**config.mk**
```make
export PLATFORM = sky130hd
export DESIGN_NAME = hamming_enc_sched
export DESIGN_NICKNAME = d
export VERILOG_FILES = /design/src/rtl/hamming_enc_sched_pkg.sv /design/src/rtl/hamming_enc_sched_rr_arbiter.sv /design/src/rtl/hamming_enc_sched.sv
export SDC_FILE = /design/constraint.sdc
export NUM_CORES = 1
export LEC_CHECK = 0
export ABC_AREA = 1
export CAP_MARGIN = 20
export CORE_ASPECT_RATIO = 1.25
export CORE_MARGIN = 5
export CORE_UTILIZATION = 52
export DETAILED_ROUTE_END_ITERATION = 12
export GPL_ROUTABILITY_DRIVEN = 0
export PLACE_DENSITY = 0.94
export SYNTH_ARGS = -nofsm -noshare
export SYNTH_HDL_FRONTEND = slang
export SYNTH_SLANG_ARGS = --single-unit
```
**constraint.sdc**
```tcl
create_clock -name i_clk -period 9.8 [get_ports i_clk]
set_input_delay 1.47 -clock i_clk [delete_from_list [all_inputs] [get_ports i_clk]]
set_output_delay 1.47 -clock i_clk [all_outputs]
set_load 0.01 [all_outputs]
```
**src/rtl/hamming_enc_sched_pkg.sv**
```systemverilog
// Shared definitions for the Hamming encoder scheduler slice.
package hamming_enc_sched_pkg;

  localparam int unsigned PATTERN_WIDTH = 8;
  localparam int unsigned PARITY_WIDTH  = 4;

  // Wide enough for the largest supported requester count (8).
  localparam int unsigned REQ_ID_W = 3;

  typedef logic [PATTERN_WIDTH-1:0] pattern_t;
  typedef logic [PARITY_WIDTH-1:0]  parity_t;
  typedef logic [REQ_ID_W-1:0]      req_id_t;

endpackage

```
**src/rtl/hamming_enc_sched_rr_arbiter.sv**
```systemverilog
// Round-robin arbiter: first request at or above the pointer wins, with wrap.
module rr_arbiter #(
  parameter int unsigned N  = 4,
  parameter int unsigned IW = (N > 1) ? $clog2(N) : 1
) (
  input  logic          i_clk,
  input  logic          i_rst_n,
  input  logic [N-1:0]  i_req,
  input  logic          i_advance,
  output logic [N-1:0]  o_grant,
  output logic [IW-1:0] o_grant_idx
);

  logic [IW-1:0] ptr;
  logic [IW:0]   sum;
  logic [IW-1:0] idx;
  logic          found;

  always_comb begin
    o_grant     = '0;
    o_grant_idx = '0;
    found       = 1'b0;
    sum         = '0;
    idx         = '0;
    for (int unsigned i = 0; i < N; i++) begin
      sum = {1'b0, ptr} + (IW+1)'(i);
      if (sum >= (IW+1)'(N)) sum = sum - (IW+1)'(N);
      idx = sum[IW-1:0];
      if (!found && i_req[idx]) begin
        found        = 1'b1;
        o_grant[idx] = 1'b1;
        o_grant_idx  = idx;
      end
    end
  end

  always_ff @(posedge i_clk or negedge i_rst_n) begin
    if (!i_rst_n) begin
      ptr <= '0;
    end else if (i_advance) begin
      ptr <= (o_grant_idx == IW'(N-1)) ? '0 : o_grant_idx + IW'(1);
    end
  end

endmodule

```
**src/rtl/hamming_enc_sched.sv**
```systemverilog
// Shares one non-stallable hamming_enc among NUM_REQ requesters; results are
// captured with the requester ID into a small output FIFO.
module hamming_enc_sched
  import hamming_enc_sched_pkg::*;
#(
  parameter int unsigned NUM_REQ   = 4,
  parameter int unsigned ID_W      = $clog2(NUM_REQ),
  parameter int unsigned OUT_DEPTH = 2
) (
  input  logic                  i_clk,
  input  logic                  i_rst_n,
  input  logic [NUM_REQ-1:0]    i_req_valid,
  input  pattern_t [NUM_REQ-1:0] i_req_pattern,
  output logic [NUM_REQ-1:0]    o_req_ready,
  output logic                  o_enc_en,
  output logic                  o_enc_valid,
  output pattern_t              o_enc_pattern,
  input  pattern_t              i_enc_pattern,
  input  parity_t               i_enc_parity,
  output logic                  o_valid,
  output pattern_t              o_pattern,
  output parity_t               o_parity,
  output logic [ID_W-1:0]       o_id,
  input  logic                  i_ready
);

  localparam int unsigned PW = (OUT_DEPTH > 1) ? $clog2(OUT_DEPTH) : 1;
  localparam int unsigned CW = $clog2(OUT_DEPTH + 1);

  pattern_t        fifo_pat [OUT_DEPTH];
  parity_t         fifo_par [OUT_DEPTH];
  logic [ID_W-1:0] fifo_id  [OUT_DEPTH];
  logic [PW-1:0]   wr_ptr;
  logic [PW-1:0]   rd_ptr;
  logic [CW-1:0]   count;

  logic            inflight;
  logic [ID_W-1:0] inflight_id;

  logic            pop;
  logic            push;
  logic [CW:0]     occ;
  logic            can_issue;
  logic [NUM_REQ-1:0] req_elig;
  logic [NUM_REQ-1:0] grant;
  logic [ID_W-1:0] grant_idx;
  logic            granted;

  assign o_valid = (count != '0);
  assign pop     = o_valid & i_ready;
  assign push    = inflight;

  // Reserve a slot for every result already owed (stored + in flight) so the
  // encoder, which cannot stall, never pushes into a full FIFO.
  assign occ       = {1'b0, count} + {{CW{1'b0}}, inflight} - {{CW{1'b0}}, pop};
  assign can_issue = occ < (CW+1)'(OUT_DEPTH);
  assign req_elig  = i_req_valid & {NUM_REQ{can_issue & i_rst_n}};

  rr_arbiter #(
    .N  (NUM_REQ),
    .IW (ID_W)
  ) u_arb (
    .i_clk       (i_clk),
    .i_rst_n     (i_rst_n),
    .i_req       (req_elig),
    .i_advance   (granted),
    .o_grant     (grant),
    .o_grant_idx (grant_idx)
  );

  assign granted       = |grant;
  assign o_req_ready   = grant;
  assign o_enc_en      = granted;
  assign o_enc_valid   = granted;
  assign o_enc_pattern = granted ? i_req_pattern[grant_idx] : '0;

  assign o_pattern = fifo_pat[rd_ptr];
  assign o_parity  = fifo_par[rd_ptr];
  assign o_id      = fifo_id[rd_ptr];

  always_ff @(posedge i_clk or negedge i_rst_n) begin
    if (!i_rst_n) begin
      inflight    <= 1'b0;
      inflight_id <= '0;
      wr_ptr      <= '0;
      rd_ptr      <= '0;
      count       <= '0;
      for (int unsigned i = 0; i < OUT_DEPTH; i++) begin
        fifo_pat[i] <= '0;
        fifo_par[i] <= '0;
        fifo_id[i]  <= '0;
      end
    end else begin
      inflight <= granted;
      if (granted) inflight_id <= grant_idx;
      if (push) begin
        fifo_pat[wr_ptr] <= i_enc_pattern;
        fifo_par[wr_ptr] <= i_enc_parity;
        fifo_id[wr_ptr]  <= inflight_id;
        wr_ptr           <= wr_ptr + PW'(1);
      end
      if (pop) rd_ptr <= rd_ptr + PW'(1);
      case ({push, pop})
        2'b10:   count <= count + CW'(1);
        2'b01:   count <= count - CW'(1);
        default: count <= count;
      endcase
    end
  end

  a_no_overflow: assert property (@(posedge i_clk) disable iff (!i_rst_n)
    !(push && !pop && count == CW'(OUT_DEPTH)));

endmodule

```
==> impl_metrics.toml <==
[worst_hold_path]
hp-class = "register to register"
min_path_cells = 2
whs_endpoint = "fifo_pat[6]$_DFFE_PN0P_"
hp-start = "fifo_pat[6]$_DFFE_PN0P_"

[global_route]
grt_pass1_wl_mm = 11.8
grt_usage_pct = 21.1
grt_max_degree = 39
antenna_found_initial = 0
overflow = 0
grt_pass1_vias = 2804

[final_layout]
syn_to_final_growth_pct = 31.8
diodes = 0
finalNetCount = 537
mostFrequentLayoutCell = "nand2_1"
seqCellArea_sq_um = 926
multiInputGateArea_sq_um = 1450
fin_area_sq_um = 3630
most-common-layout-cells = "nand2_1, clkdlybuf4s50_1, inv_1"
n_fill_cell = 403
drive_gt1_share_pct = 9.58

[clock_tree]
post_cts_resized = 0
htreeDepth = 2
cts_tree = "yes"
clk_root_buffer_cell = "clkbuf_8"
clockBufferDepth = 2
post_cts_buffers = 0
clkSinkCount = 37
cts_hold_buf = 0
clk_pin_slew_ns = 0.07
clock_latency_ns = 0.29
numCtsBuffers = 5

[status]
outcome = "completed"

[floorplan]
std_cell_rows = 29
die_x_um = 75.1
dieArea_sq_um = 6860
dieHeight_um = 91.4
core_area_sq_um = 5120
initial_utilization_pct = 53.9
pin_count = 80

[sta]
rsz0062_at_grt = "no"
drv_slew = 0
hold_slack_ns = 0.490
fin_crit_sh_pct = 72.4
fmax_mhz = 141
fin_setup_tns_ns = 0
tightestPinTransition_ns = 0.927
skew_ns = 0.00697
setup_viol = 0
hold_viol = 0
relSlewSlack_pct = 38.2
fin_crit_ns = 7.09
fin_ws_ns = 2.71

[placement]
hpwl_mm = 5.12
io_buffers = 79
place_area_sq_um = 3510
pre_cts_ws_ns = 2.73

[yosys]
seq_area_frac_synth_pct = 33.6
synth_area_leaders = "dfrtp_1, nand2_1, nand3_1, inv_1, o21ai_0"
synth-main-ff-cell = "dfrtp_1"
ys_types = 29
syn-cell-area_sq_um = 2760
synth-async-reset-ratio_pct = 100
synth.avg_cell_area_sq_um = 6.72
yosys_register_bits = 37
ys_warn_count = 0
post-synth-top-area-cell = "dfrtp_1"
synth_top_area_share_pct = 33.6
synth_nets = 468
synth_edf_count = 0
syn_inst = 410

[worst_setup_path]
arrival_ns = 5.62
cp_data_required_time_ns = 8.33
rr_worst_depth = 23
worst_setup_path_start_kind = "input port"
worstSetupPathType = "input port to output port"
worst_setup_path_end_kind = "output port"
timing.rr.start = "count[1]$_DFFE_PN0N_"
ff2ff_setup_slack_ns = 5.87
crit_path_max_fanout = 11
r2r_end = "u_arb.ptr[1]$_DFFE_PN0P_"

[detailed_routing]
vias = 2794
wire_per_inst_um = 12.6
postRouteAntennaNets = 0
vias_per_cell = 5.15
drt_iter0_drc = 205
remaining_drc_errors = 0
drt-pass1-iter-count = 4
wl_mm = 6.84

[run]
maxCapViolations = 0
[cells in the mapped netlist, types with 4 or more instances]
library cell  number
nand2_1          136
ha_1               6
dfrtp_1           37
nor2_1             4
nand2_2           18
nand3_2            7
clkbuf_1           7
buf_2              4
o21ai_0           29
inv_1             70
nand3_1           53
nand4_1           14
[worst max-delay path by stage]
stage	start	to	slack (ns)	depth (start not counted)
CTS	i_ready	o_enc_pattern[1]	2.70	23
finish	i_ready	o_enc_pattern[1]	2.71	23
global route	i_ready	o_enc_pattern[4]	2.21	23
floorplan	i_ready	o_enc_valid	4.33	20
detailed placement	i_ready	o_enc_pattern[1]	2.73	23
global placement	i_ready	o_enc_pattern[4]	2.88	23
[per-layer routing]
layer  GRT usage [%]  vias up  part of all wire, %  wire length (um)
li1                -     1413                    -                 -
met1            24.3     1258                   38              2620
met2            36.4      104                   51              3460
met3            5.19       19                  8.7               592
met4            8.01        0                  2.5               170
met5               0        -                    0                 0
[cell families (layout without fill, tap and decap cells)]
group                      after synthesis  in the layout  synth area share [%]
and+or+nand+nor                        241            241                  42.2
buffers and inverters                   90            160                  13.8
DFF                                     37             37                  33.6
AOI/OAI and AO/OA                       33             33                  6.27
adders and majority gates                7              7                  3.45
xor gates and xnor gates                 2              2                 0.636
[metrics by stage]
step | instances | util [%]
2_1_floorplan | 410 | -
3_3_place_gp | 534 | 68.6
3_5_place_dp | 534 | 68.6
4_1_cts | 542 | 71.0
5_1_grt | 542 | 71.0
6_report | 542 | 71.0
[registers in the layout, indices dropped and copies added, names as in the netlist]
signal / cells
fifo_pat: 16
fifo_par: 8
fifo_id: 4
count: 2
inflight_id: 2
u_arb.ptr: 2
inflight: 1
rd_ptr: 1
wr_ptr: 1
[worst max-delay path, cell delays in order]
cell	delay, ns
clkdlybuf4s50_1	0.40
nand2_1	0.10
inv_1	0.05
ha_1	0.30
inv_1	0.10
nand2_1	0.09
fa_1	0.49
nand2_1	0.07
a21oi_2	0.40
nand3_1	0.17
nand2_1	0.14
nand3_1	0.11
nand2_1	0.12
nand3_2	0.10
nand2_1	0.08
nand2_1	0.05
nand2_1	0.27
clkinv_1	0.31
nand3_1	0.17
nand2_1	0.06
nand2_1	0.05
inv_1	0.05
clkdlybuf4s50_1	0.47
[layout make-up]
cell class / instances / area share (%)
well taps: 62 / 2.14
multi-input cells: 283 / 39.9
repair buffers: 79 / 21.6
clock buffers: 6 / 2.27
clock inverters: 2 / 1.03
inverters: 73 / 7.54
flip-flops and latches: 37 / 25.5
Power is left out: the tool's default activity adds up to more than one toggle a clock period on the data nets, which glitch-free logic cannot reach.
